==> config.mk <==
export PLATFORM = sky130hd
export DESIGN_NAME = sequence_generator
export DESIGN_NICKNAME = d
export VERILOG_FILES = /design/src/rtl/sequence_generator.sv
export SDC_FILE = /design/constraint.sdc
export NUM_CORES = 1
export LEC_CHECK = 0
export BUFFER_PORTS_ARGS = -buffer_cell sky130_fd_sc_hd__buf_2
export CORE_MARGIN = 2
export CORE_UTILIZATION = 57
export CTS_BUF_LIST = sky130_fd_sc_hd__clkbuf_16
export DETAILED_ROUTE_END_ITERATION = 12
export PLACE_DENSITY = 0.8
export SLEW_MARGIN = 5
export SYNTH_ARGS = -nofsm -noshare
export SYNTH_HDL_FRONTEND = slang
export SYNTH_SLANG_ARGS = --single-unit
export TNS_END_PERCENT = 100
==> constraint.sdc <==
create_clock -name clk -period 4.7 [get_ports clk]
set_input_delay 0.94 -clock clk [delete_from_list [all_inputs] [get_ports clk]]
set_output_delay 0.94 -clock clk [all_outputs]
set_load 0.01 [all_outputs]
==> src/rtl/sequence_generator.sv <==
// ----------------------------------------------------------------------------
// sequence_generator
//
// Pattern source for the Simon game. A free-running Galois LFSR supplies
// random values. On start, DEPTH values of VAL_W bits are captured into an
// internal buffer. The buffer is then streamed out one value at a time over a
// valid/ready handshake. On replay, the buffer is streamed again without
// refilling, so the game can re-show the same sequence each round.
//
// Optional build macro:
//   SEQGEN_NONZERO_EN - when defined, FILL never writes a captured value of 0.
//                       The LFSR still steps and the fill index holds, so FILL
//                       may take more than DEPTH cycles. When undefined, every
//                       captured value is written, including 0.
//
// Ports:
//   clk        in   system clock, rising edge
//   rst_n      in   asynchronous active-low reset
//   seed_load  in   load seed_in into the LFSR (accepted in IDLE only)
//   seed_in    in   [LFSR_W-1:0] seed value (0 is replaced by SEED)
//   start      in   pulse: fill the buffer, then stream it
//   replay     in   pulse: stream the existing buffer without a refill
//   out_valid  out  out_data/out_index/out_last are valid
//   out_ready  in   consumer accepts the current value
//   out_data   out  [VAL_W-1:0] current sequence value
//   out_index  out  [$clog2(DEPTH)-1:0] buffer index of out_data
//   out_last   out  out_index == DEPTH-1 while out_valid
//   busy       out  FSM is not in IDLE
//   done       out  one-cycle pulse after the final handshake
//   state_dbg  out  [1:0] current FSM state (IDLE=0, FILL=1, STREAM=2, DONE=3)
//
// Handshake: a value transfers on every rising edge where out_valid and
// out_ready are both 1. While out_valid is 1 and out_ready is 0, out_data,
// out_index and out_last hold their values. out_valid never drops without a
// transfer, and out_ready has no effect outside STREAM.
// ----------------------------------------------------------------------------
module sequence_generator #(
  parameter int                VAL_W     = 6,
  parameter int                DEPTH     = 5,
  parameter int                LFSR_W    = 32,
  parameter logic [LFSR_W-1:0] LFSR_TAPS = 32'h8020_0003,
  parameter logic [LFSR_W-1:0] SEED      = 32'hACE1_2345
) (
  input  logic                       clk,
  input  logic                       rst_n,
  input  logic                       seed_load,
  input  logic [LFSR_W-1:0]          seed_in,
  input  logic                       start,
  input  logic                       replay,
  output logic                       out_valid,
  input  logic                       out_ready,
  output logic [VAL_W-1:0]           out_data,
  output logic [$clog2(DEPTH)-1:0]   out_index,
  output logic                       out_last,
  output logic                       busy,
  output logic                       done,
  output logic [1:0]                 state_dbg
);

  localparam int IDX_W = $clog2(DEPTH);
  localparam logic [IDX_W-1:0] LAST_IDX = IDX_W'(DEPTH - 1);

  typedef enum logic [1:0] {
    IDLE   = 2'd0,
    FILL   = 2'd1,
    STREAM = 2'd2,
    DONE   = 2'd3
  } state_t;

  state_t state_q;
  state_t state_d;

  // --------------------------------------------------------------------------
  // Datapath storage
  // --------------------------------------------------------------------------
  logic [LFSR_W-1:0] lfsr_q;
  logic [LFSR_W-1:0] lfsr_step;
  logic [VAL_W-1:0]  buffer_q [DEPTH];
  logic [IDX_W-1:0]  fill_idx_q;
  logic [IDX_W-1:0]  stream_idx_q;
  logic              filled_q;

  // --------------------------------------------------------------------------
  // Decoded control
  // --------------------------------------------------------------------------
  logic [VAL_W-1:0]  capture;     // pre-step LFSR low bits
  logic              seed_accept; // seed load taken this cycle
  logic              fill_wr;     // buffer write this cycle
  logic              fill_last;   // this write lands in the final slot
  logic              stream_last; // stream index is at the final slot
  logic              xfer;        // handshake completes this cycle

  // Galois right-shift step: fold the taps in when the bit shifted out is 1.
  always_comb begin
    lfsr_step = lfsr_q >> 1;
    if (lfsr_q[0]) begin
      lfsr_step = (lfsr_q >> 1) ^ LFSR_TAPS;
    end
  end

  assign capture     = lfsr_q[VAL_W-1:0];
  assign seed_accept = (state_q == IDLE) && seed_load;
  assign stream_last = (stream_idx_q == LAST_IDX);
  assign xfer        = (state_q == STREAM) && out_ready;

`ifdef SEQGEN_NONZERO_EN
  // A zero capture is skipped: nothing is written and the index holds.
  assign fill_wr = (state_q == FILL) && (capture != '0);
`else
  assign fill_wr = (state_q == FILL);
`endif

  assign fill_last = fill_wr && (fill_idx_q == LAST_IDX);

  // --------------------------------------------------------------------------
  // FSM: state register
  // --------------------------------------------------------------------------
  always_ff @(posedge clk or negedge rst_n) begin
    if (!rst_n) begin
      state_q <= IDLE;
    end else begin
      state_q <= state_d;
    end
  end

  // --------------------------------------------------------------------------
  // FSM: next-state logic
  // In IDLE, seed_load outranks start, which outranks replay; a lower-priority
  // request arriving with a higher one is dropped.
  // --------------------------------------------------------------------------
  always_comb begin
    state_d = state_q;
    unique case (state_q)
      IDLE: begin
        if (seed_load) begin
          state_d = IDLE;
        end else if (start) begin
          state_d = FILL;
        end else if (replay && filled_q) begin
          state_d = STREAM;
        end
      end
      FILL: begin
        if (fill_last) begin
          state_d = STREAM;
        end
      end
      STREAM: begin
        if (xfer && stream_last) begin
          state_d = DONE;
        end
      end
      DONE: begin
        state_d = IDLE;
      end
      default: begin
        state_d = IDLE;
      end
    endcase
  end

  // --------------------------------------------------------------------------
  // FSM: outputs
  // Data and index are forced to 0 outside STREAM so the bus is quiet
  // whenever out_valid is low.
  // --------------------------------------------------------------------------
  always_comb begin
    out_valid = 1'b0;
    out_data  = '0;
    out_index = '0;
    out_last  = 1'b0;
    busy      = (state_q != IDLE);
    done      = 1'b0;
    state_dbg = state_q;
    unique case (state_q)
      IDLE: begin
      end
      FILL: begin
      end
      STREAM: begin
        out_valid = 1'b1;
        out_data  = buffer_q[stream_idx_q];
        out_index = stream_idx_q;
        out_last  = stream_last;
      end
      DONE: begin
        done = 1'b1;
      end
      default: begin
      end
    endcase
  end

  // --------------------------------------------------------------------------
  // LFSR: steps every cycle except the one in which a seed is accepted.
  // A zero seed would lock the LFSR at 0, so SEED is substituted.
  // --------------------------------------------------------------------------
  always_ff @(posedge clk or negedge rst_n) begin
    if (!rst_n) begin
      lfsr_q <= SEED;
    end else if (seed_accept) begin
      lfsr_q <= (seed_in == '0) ? SEED : seed_in;
    end else begin
      lfsr_q <= lfsr_step;
    end
  end

  // --------------------------------------------------------------------------
  // Fill index: parked at 0 outside FILL, so every fill starts from slot 0.
  // --------------------------------------------------------------------------
  always_ff @(posedge clk or negedge rst_n) begin
    if (!rst_n) begin
      fill_idx_q <= '0;
    end else if (state_q != FILL) begin
      fill_idx_q <= '0;
    end else if (fill_wr && !fill_last) begin
      fill_idx_q <= fill_idx_q + 1'b1;
    end
  end

  // --------------------------------------------------------------------------
  // Buffer and filled flag. The flag stays set across later fills, so the
  // buffer always holds a complete sequence once any fill has finished.
  // --------------------------------------------------------------------------
  always_ff @(posedge clk or negedge rst_n) begin
    if (!rst_n) begin
      for (int i = 0; i < DEPTH; i++) begin
        buffer_q[i] <= '0;
      end
      filled_q <= 1'b0;
    end else begin
      if (fill_wr) begin
        buffer_q[fill_idx_q] <= capture;
      end
      if (fill_last) begin
        filled_q <= 1'b1;
      end
    end
  end

  // --------------------------------------------------------------------------
  // Stream index: parked at 0 outside STREAM, so both a fresh fill and a
  // replay begin streaming at slot 0. It advances only on a completed
  // transfer, so a stalled consumer sees the same value until it accepts.
  // --------------------------------------------------------------------------
  always_ff @(posedge clk or negedge rst_n) begin
    if (!rst_n) begin
      stream_idx_q <= '0;
    end else if (state_q != STREAM) begin
      stream_idx_q <= '0;
    end else if (xfer && !stream_last) begin
      stream_idx_q <= stream_idx_q + 1'b1;
    end
  end

endmodule

==> results by group, run 1 <==
Critical path
  – CP Class: reg -> out
  – Crit path cell chain: mux4_2 -> nand2b_1 -> a21oi_1 -> buf_2
  – CP required: 3.76 ns
  – Worst Path Arrival: 1.80 ns
  – Internal reg-to-reg setup slack: 2.61 ns
  – Crit path max-delay family: flip-flops
  – Worst Path Max Fanout: 9
  – CP Buf/Inv Count: 1
  – Max incr delay on CP: 0.60 ns
  – Critical Path End Type: output pin
  – Slowest CP cell: dfrtp_1
  – Crit start category: flop

Clock tree
  – Longest Clk Path Bufs: 2
  – Htree depth: 3
  – Hold buffers post-CTS: 0
  – Clk Latency, worst-skew pair: 0.33 ns
  – Clk sinks: 71
  – CTS tree: yes
  – CTS clk-pin slew, worst paths: 0.06 ns
  – Root buffer cell: clkbuf_16
  – # resized after CTS: 0
  – TritonCTS buffer count: 9
  – # Post-CTS Setup Buffers: 0

Timing
  – Worst clock skew: 0.00668 ns
  – Final worst path period share: 58.2%
  – RSZ-0062 raised after global routing: no
  – Slew @ Worst Pin: 1.06 ns
  – Final Hold Fails: 0
  – Slew Limit Fails: 0
  – Setup TNS: 0 ns
  – PnR worst setup slack: 1.97 ns
  – Slew margin rel.: 29.5%
  – Final Hold Slack: 0.446 ns
  – Clock period minus worst slack: 2.74 ns
  – Fmax: 366 MHz
  – # setup viols final: 0

Outcome
  – Status: finished, final reports clean

Global routing
  – First-pass GRT wire length: 11000 um
  – Pin count of the biggest net entering global routing: 45
  – Initial antenna violation count: 0
  – GRT overflow: 0
  – Vias in the first global route: 2373
  – GRT Overall Usage: 22.7%

Drt
  – WL final: 6450 um
  – Via count: 2399
  – DRT iter0 DRCs: 89
  – Top Metal Used: met4
  – Avg WL per Cell: 14.9 um
  – Drt first pass iters: 4
  – DRC: 0
  – Post-route ant nets: 0
  – Metal-1 WL: 2960 um
  – Via density: 5.54
  – Metal2 WL: 3090 um
  – Met3 Routed Length: 304 um

Final layout
  – Area growth syn-to-layout: 18.0%
  – Final nets: 403
  – Layout fillers: 417
  – Diodes inserted: 0
  – Share of cells above drive strength 1: 34.3%
  – Sequential standard cell area: 0.00179 mm2
  – Multi-input logic area: 0.00141 mm2

Synthesis
  – Yosys top cell area share: 43.0%
  – Cell taking the most area after synthesis: dfrtp_1
  – Compound-Gate Fraction of Synth Area: 5.13%
  – Yosys warnings: 0
  – Number of synthesized flops with an enable pin: 0
  – Ys async rst share: 100%
  – Post-Syn Area: 0.00331 mm2
  – Top cells by area, synth: dfrtp_1, dfstp_2, mux2_2, nand2_1, mux4_2
  – Largest family of logic cells by synthesized area: simple AND/OR/NAND/NOR gates
  – Most frequent cell after synthesis: nand2_1
  – Register area share after synthesis: 54.1%
  – Top_reg_cell synth: dfrtp_1
  – Commonest cells in the netlist: nand2_1, dfrtp_1, nor2_1
  – Xor/xnor share of the synthesized area: 1.32%
  – Synth unique cells: 35
  – #FFs+latches synth: 71
  – Post-synthesis mux area share: 15.2%
  – Mapped Cells: 308
  – Syn Nets: 355
  – Simple-gate share of the synthesized area: 17.6%
  – Synth Area per Inst: 10.8 um2
  – Adder-Cell Fraction of Synth Area: 3.40%

Floorplan
  – Core area: 0.00557 mm2
  – Die H: 80.3 um
  – Initial core utilization: 59.5%
  – Total die area: 0.00644 mm2
  – DIE WIDTH: 80.3 um
  – IO Pins: 53
  – Core Rows: 27

Worst hold path
  – Worst hold path class: reg -> reg

Power
  – Leakage: 1.88 nW
  – Fraction of power consumed by sequential logic: 42.6%
  – Comb power frac: 28.0%
  – Max VDD drop: 0.452 mV
  – P per Cell Area: 617 mW/mm2
  – Sw frac: 30.9%
  – Sw power: 0.747 mW
  – Internal: 1.67 mW
  – Clock network power share: 29.4%

Flow run
  – Max Cap Viol: 0

Placement
  – Port Buffers: 52
  – HPWL Detailed: 4510 um
  – Final RePlAce weighted congestion: 0.806
  – Worst slack at placement: 2.29 ns
[through the flow]
step | std cells | total power [mW] | area (um2) | utilization [%]
final | 433 | 2.41 | 3910 | 70.2
after global routing | 433 | 2.58 | 3910 | 70.2
after CTS | 433 | 2.44 | 3910 | 70.2
after detailed placement | 417 | 1.72 | 3600 | 64.6
after global placement | 417 | 1.68 | 3600 | 64.6
after floorplan | 308 | 1.52 | 3310 | -
[path summary, 6_finish.rpt]
| path | depth (start not counted) | start | endpoint |
|---|---|---|---|
| setup / recovery | 4 | stream_idx_q[0] | out_data[4] |
| hold / removal | 2 | lfsr_q[12] | lfsr_q[11] |
| setup reg to reg | 5 | state_dbg[1] | buffer_q[22] |
| hold reg to reg | 2 | lfsr_q[12] | lfsr_q[11] |
| max in group asynchronous | 2 | rst_n | lfsr_q[22] |
| min in group asynchronous | 1 | rst_n | stream_idx_q[1] |
[layout by cell type (no fill, tap or decap), types with 2 or more instances in the layout]
master / instances
a21oi_1: 20
a22oi_1: 2
and2_1: 3
buf_2: 52
bufinv_16: 2
clkbuf_16: 9
clkinv_1: 2
clkinvlp_4: 2
dfrtp_1: 57
dfstp_2: 14
ha_1: 9
inv_1: 8
mux2_2: 31
mux2i_1: 2
mux4_2: 6
nand2_1: 60
nand2b_1: 6
nand3_1: 9
nand4_1: 2
nor2_1: 32
nor3_1: 2
nor3_2: 2
nor4_1: 8
o21ai_0: 3
xnor2_1: 5
[cell families after synthesis]
| family | Yosys count |
|---|---|
| buffers and inverters | 25 |
| DFF | 71 |
| muxes | 39 |
| adders and majority gates | 9 |
| xor gates and xnor gates | 5 |
| and+or+nand+nor | 129 |
| AOI/OAI and AO/OA | 30 |
[routing by layer]
layer	vias up	track usage, %
li1	1142	-
met1	1185	30.0
met2	63	36.0
met3	9	5.84
met4	0	8.98
met5	-	0
[final cells by class]
cell class | instances | share of cell area (%)
Sequential cell | 71 | 45.9
Multi-Input combinational cell | 212 | 36.1
Inverter | 9 | 0.864
Timing Repair Buffer | 53 | 6.85
Clock inverter | 7 | 2.24
Tap cell | 72 | 2.30
Clock buffer | 9 | 5.76
[state kept, by name, indices dropped and copies added (netlist names)]
signal,flops
state_dbg,2
fill_idx_q,3
filled_q,1
lfsr_q,32
buffer_q,30
stream_idx_q,3
[tightest hold or removal path, cell delays in order (launching register included)]
cell	delay [ns]
dfrtp_1	0.32
nand2_1	0.04
nand2_1	0.05
[power groups by stage]
stage,clock (mW),sequential [mW],combinational (mW)
after floorplan,0,0.972,0.546
after global placement,0,1.03,0.650
after detailed placement,0,1.04,0.680
after CTS,0.721,1.03,0.685
after global routing,0.746,1.07,0.772
final,0.709,1.03,0.676
Note: power is estimated with default switching activity, not from simulation.
==> run 2: changes to the inputs <==
Settings changed: CORE_UTILIZATION 57 to 51, PLACE_DENSITY 0.8 to 0.76.
Clock period 4.7 ns to 2.4 ns, I/O delays scaled along.
==> run 2 against run 1 <==
Final area grew 0.19%. Sequential power grew 98%. Clock skew shrank 0.00065 ns. Setup slack lost 1.7 ns. Clock-buffer cell count is the same. Routed wire length grew 3.7%. Total power grew 92%. Clock power grew 73%. Utilization shrank 8.1 points. Die area grew 11%. Critical path depth is the same. Via count is essentially flat.
==> results by group, run 2 (synthesized netlist as in run 1, its figures left out) <==
Outcome
  – Status: finished, final reports clean

Power
  – Sw power: 1.47 mW (+97%)
  – Sw frac: 31.8% (+0.82 points)
  – Fraction of power consumed by sequential logic: 43.9% (+1.3 points)
  – Max VDD drop: 0.652 mV (+44%)
  – P per Cell Area: 1180 mW/mm2 (+92%)
  – Internal: 3.17 mW (+90%)
  – Comb power frac: 29.5% (+1.5 points)
  – Clock network power share: 26.6% (-2.8 points)
  – Leakage: 1.90 nW (+1.1%)

Critical path
  – Max incr delay on CP: 0.54 ns (-0.06 ns)
  – CP Buf/Inv Count: 1 (unchanged)
  – Worst Path Max Fanout: 9 (unchanged)
  – CP Class: reg -> out
  – Worst Path Arrival: 1.70 ns (-0.10 ns)
  – Slowest CP cell: mux4_2
  – Crit path max-delay family: multiplexers
  – Critical Path End Type: output pin
  – WP depth: 4 (unchanged)
  – R2r worst-path depth: 5 (unchanged)
  – Crit start category: flop
  – CP required: 1.92 ns (-1.84 ns)
  – Crit path cell chain: mux4_2 -> nand2b_1 -> a21oi_1 -> buf_2

Final layout
  – Final core occ: 62.1% (-8.1 points)
  – Most common cell after layout, fill and taps aside: nand2_1
  – Area growth syn-to-layout: 18.2%
  – Most flops, register: lfsr_q
  – Final nets: 406 (+0.74%)
  – Diodes inserted: 0 (unchanged)
  – Most frequent cells in the layout: nand2_1, dfrtp_1, buf_2
  – Top Registers: lfsr_q: 32 flops, buffer_q: 30 flops
  – Share of cells above drive strength 1: 34.1% (-0.28 points)
  – Layout fillers: 514 (+23%)
  – Max reg flops: 32 (unchanged)

Timing
  – Setup TNS: 0 ns (unchanged)
  – Final Hold Slack: 0.163 ns (-0.283 ns)
  – Final Hold Fails: 0 (unchanged)
  – Final worst path period share: 91.0%
  – # setup viols final: 0 (unchanged)
  – Worst clock skew: 0.00603 ns (-0.000651 ns)
  – Slew margin rel.: 63.4% (+34 points)
  – RSZ-0062 raised after global routing: no
  – Slew Limit Fails: 0 (unchanged)
  – PnR worst setup slack: 0.216 ns (-1.75 ns)
  – Slew @ Worst Pin: 0.546 ns (-0.511 ns)
  – Clock period minus worst slack: 2.18 ns
  – Fmax: 458 MHz

Global routing
  – First-pass GRT wire length: 11600 um (+5.1%)
  – GRT overflow: 0 (unchanged)
  – Pin count of the biggest net entering global routing: 72 (+60%)
  – GRT Overall Usage: 20.3% (-2.4 points)
  – Initial antenna violation count: 0 (unchanged)
  – Vias in the first global route: 2423 (+2.1%)

Drt
  – Drt first pass iters: 4 (unchanged)
  – WL final: 6680 um (+3.7%)
  – Post-route ant nets: 0 (unchanged)
  – Via count: 2397 (-0.083%)
  – Avg WL per Cell: 15.2 um (+1.8%)
  – DRC: 0 (unchanged)
  – DRT iter0 DRCs: 194 (+120%)
  – Via density: 5.44 (-1.9%)

Placement
  – Final RePlAce weighted congestion: 0.849 (+5.2%)
  – Worst slack at placement: 0.364 ns (-1.92 ns)
  – Port Buffers: 52 (unchanged)
  – HPWL Detailed: 4600 um (+2.0%)

Floorplan
  – DIE WIDTH: 84.6 um (+5.4%)
  – Die H: 84.6 um (+5.4%)
  – IO Pins: 53 (unchanged)
  – Core area: 0.00631 mm2 (+13%)
  – Total die area: 0.00716 mm2 (+11%)
  – Core Rows: 29 (+7.4%)
  – Initial core utilization: 52.5% (-7.0 points)

Worst hold path
  – Worst hold path class: in -> async

Clock tree
  – # resized after CTS: 0 (unchanged)
  – CTS clk-pin slew, worst paths: 0.05 ns (about the same)
  – Longest Clk Path Bufs: 2 (unchanged)
  – Hold buffers post-CTS: 0 (unchanged)
  – # Post-CTS Setup Buffers: 0 (unchanged)
  – TritonCTS buffer count: 9 (unchanged)
  – Clk Latency, worst-skew pair: 0.32 ns (about the same)
  – Htree depth: 3 (unchanged)
  – CTS tree: yes
  – Clk sinks: 71 (unchanged)
  – Root buffer cell: clkbuf_16

Flow run
  – Max Cap Viol: 0 (unchanged)
[run 2: cell count changes in the layout (fill, tap and decap cells not counted), sizes merged]
cell	previous run	this run
buf	53	56
bufinv	2	1
clkinv	3	2
clkinvlp	2	0
inv	9	13
[run 2: worst paths after layout]
kind                                  from         endpoint  slack (ns)
min                                  rst_n  stream_idx_q[2]        0.16
max reg2reg                   state_dbg[1]     buffer_q[27]        0.43
max                        stream_idx_q[0]      out_data[2]        0.22
min reg2reg                     lfsr_q[11]       lfsr_q[10]        0.46
min in group clk               seed_in[18]       lfsr_q[18]        0.36
max in group asynchronous            rst_n        lfsr_q[2]        1.89
[run 2: per-layer routing]
| metal | vias up | routed length [um] | GRT usage (%) |
|---|---|---|---|
| li1 | 1146 | - | - |
| met3 | 10 | 338 | 6.49 |
| met5 | - | 0 | 0 |
| met1 | 1169 | 3160 | 27.9 |
| met2 | 72 | 3100 | 31.2 |
| met4 | 0 | 87 | 6.06 |
[run 2: final cells by class]
| cell class | count | area (um2) | share of cell area, % |
|---|---|---|---|
| clock buffers | 9 | 225 | 5.75 |
| clock inverters | 7 | 52.6 | 1.34 |
| inverters | 9 | 33.8 | 0.862 |
| multi-input cells | 212 | 1410 | 36.0 |
| flip-flops and latches | 71 | 1800 | 45.8 |
| well taps | 77 | 96.3 | 2.46 |
| repair buffers | 56 | 303 | 7.73 |
[run 2: per-stage QoR]
step | instances | power [mW] | cell area [um2]
CTS | 441 | 4.67 | 3920
global route | 441 | 4.93 | 3920
global placement | 425 | 3.32 | 3640
detailed placement | 425 | 3.40 | 3640
floorplan | 308 | 2.97 | 3310
finish | 441 | 4.64 | 3920
[run 2: worst register-to-register path, stage by stage, from the launching register on]
cell	delay (ns)
dfrtp_1	0.40
inv_1	0.14
ha_1	0.30
nand2_1	0.16
nor3_2	0.45
mux2_2	0.41
[run 2: power by group through the flow]
| stage | logic, mW | clock network, mW | registers, mW |
|---|---|---|---|
| after detailed placement | 1.36 | 0 | 2.05 |
| after global routing | 1.52 | 1.32 | 2.09 |
| after global placement | 1.30 | 0 | 2.02 |
| after floorplan | 1.07 | 0 | 1.90 |
| after CTS | 1.38 | 1.25 | 2.04 |
| final | 1.37 | 1.23 | 2.04 |
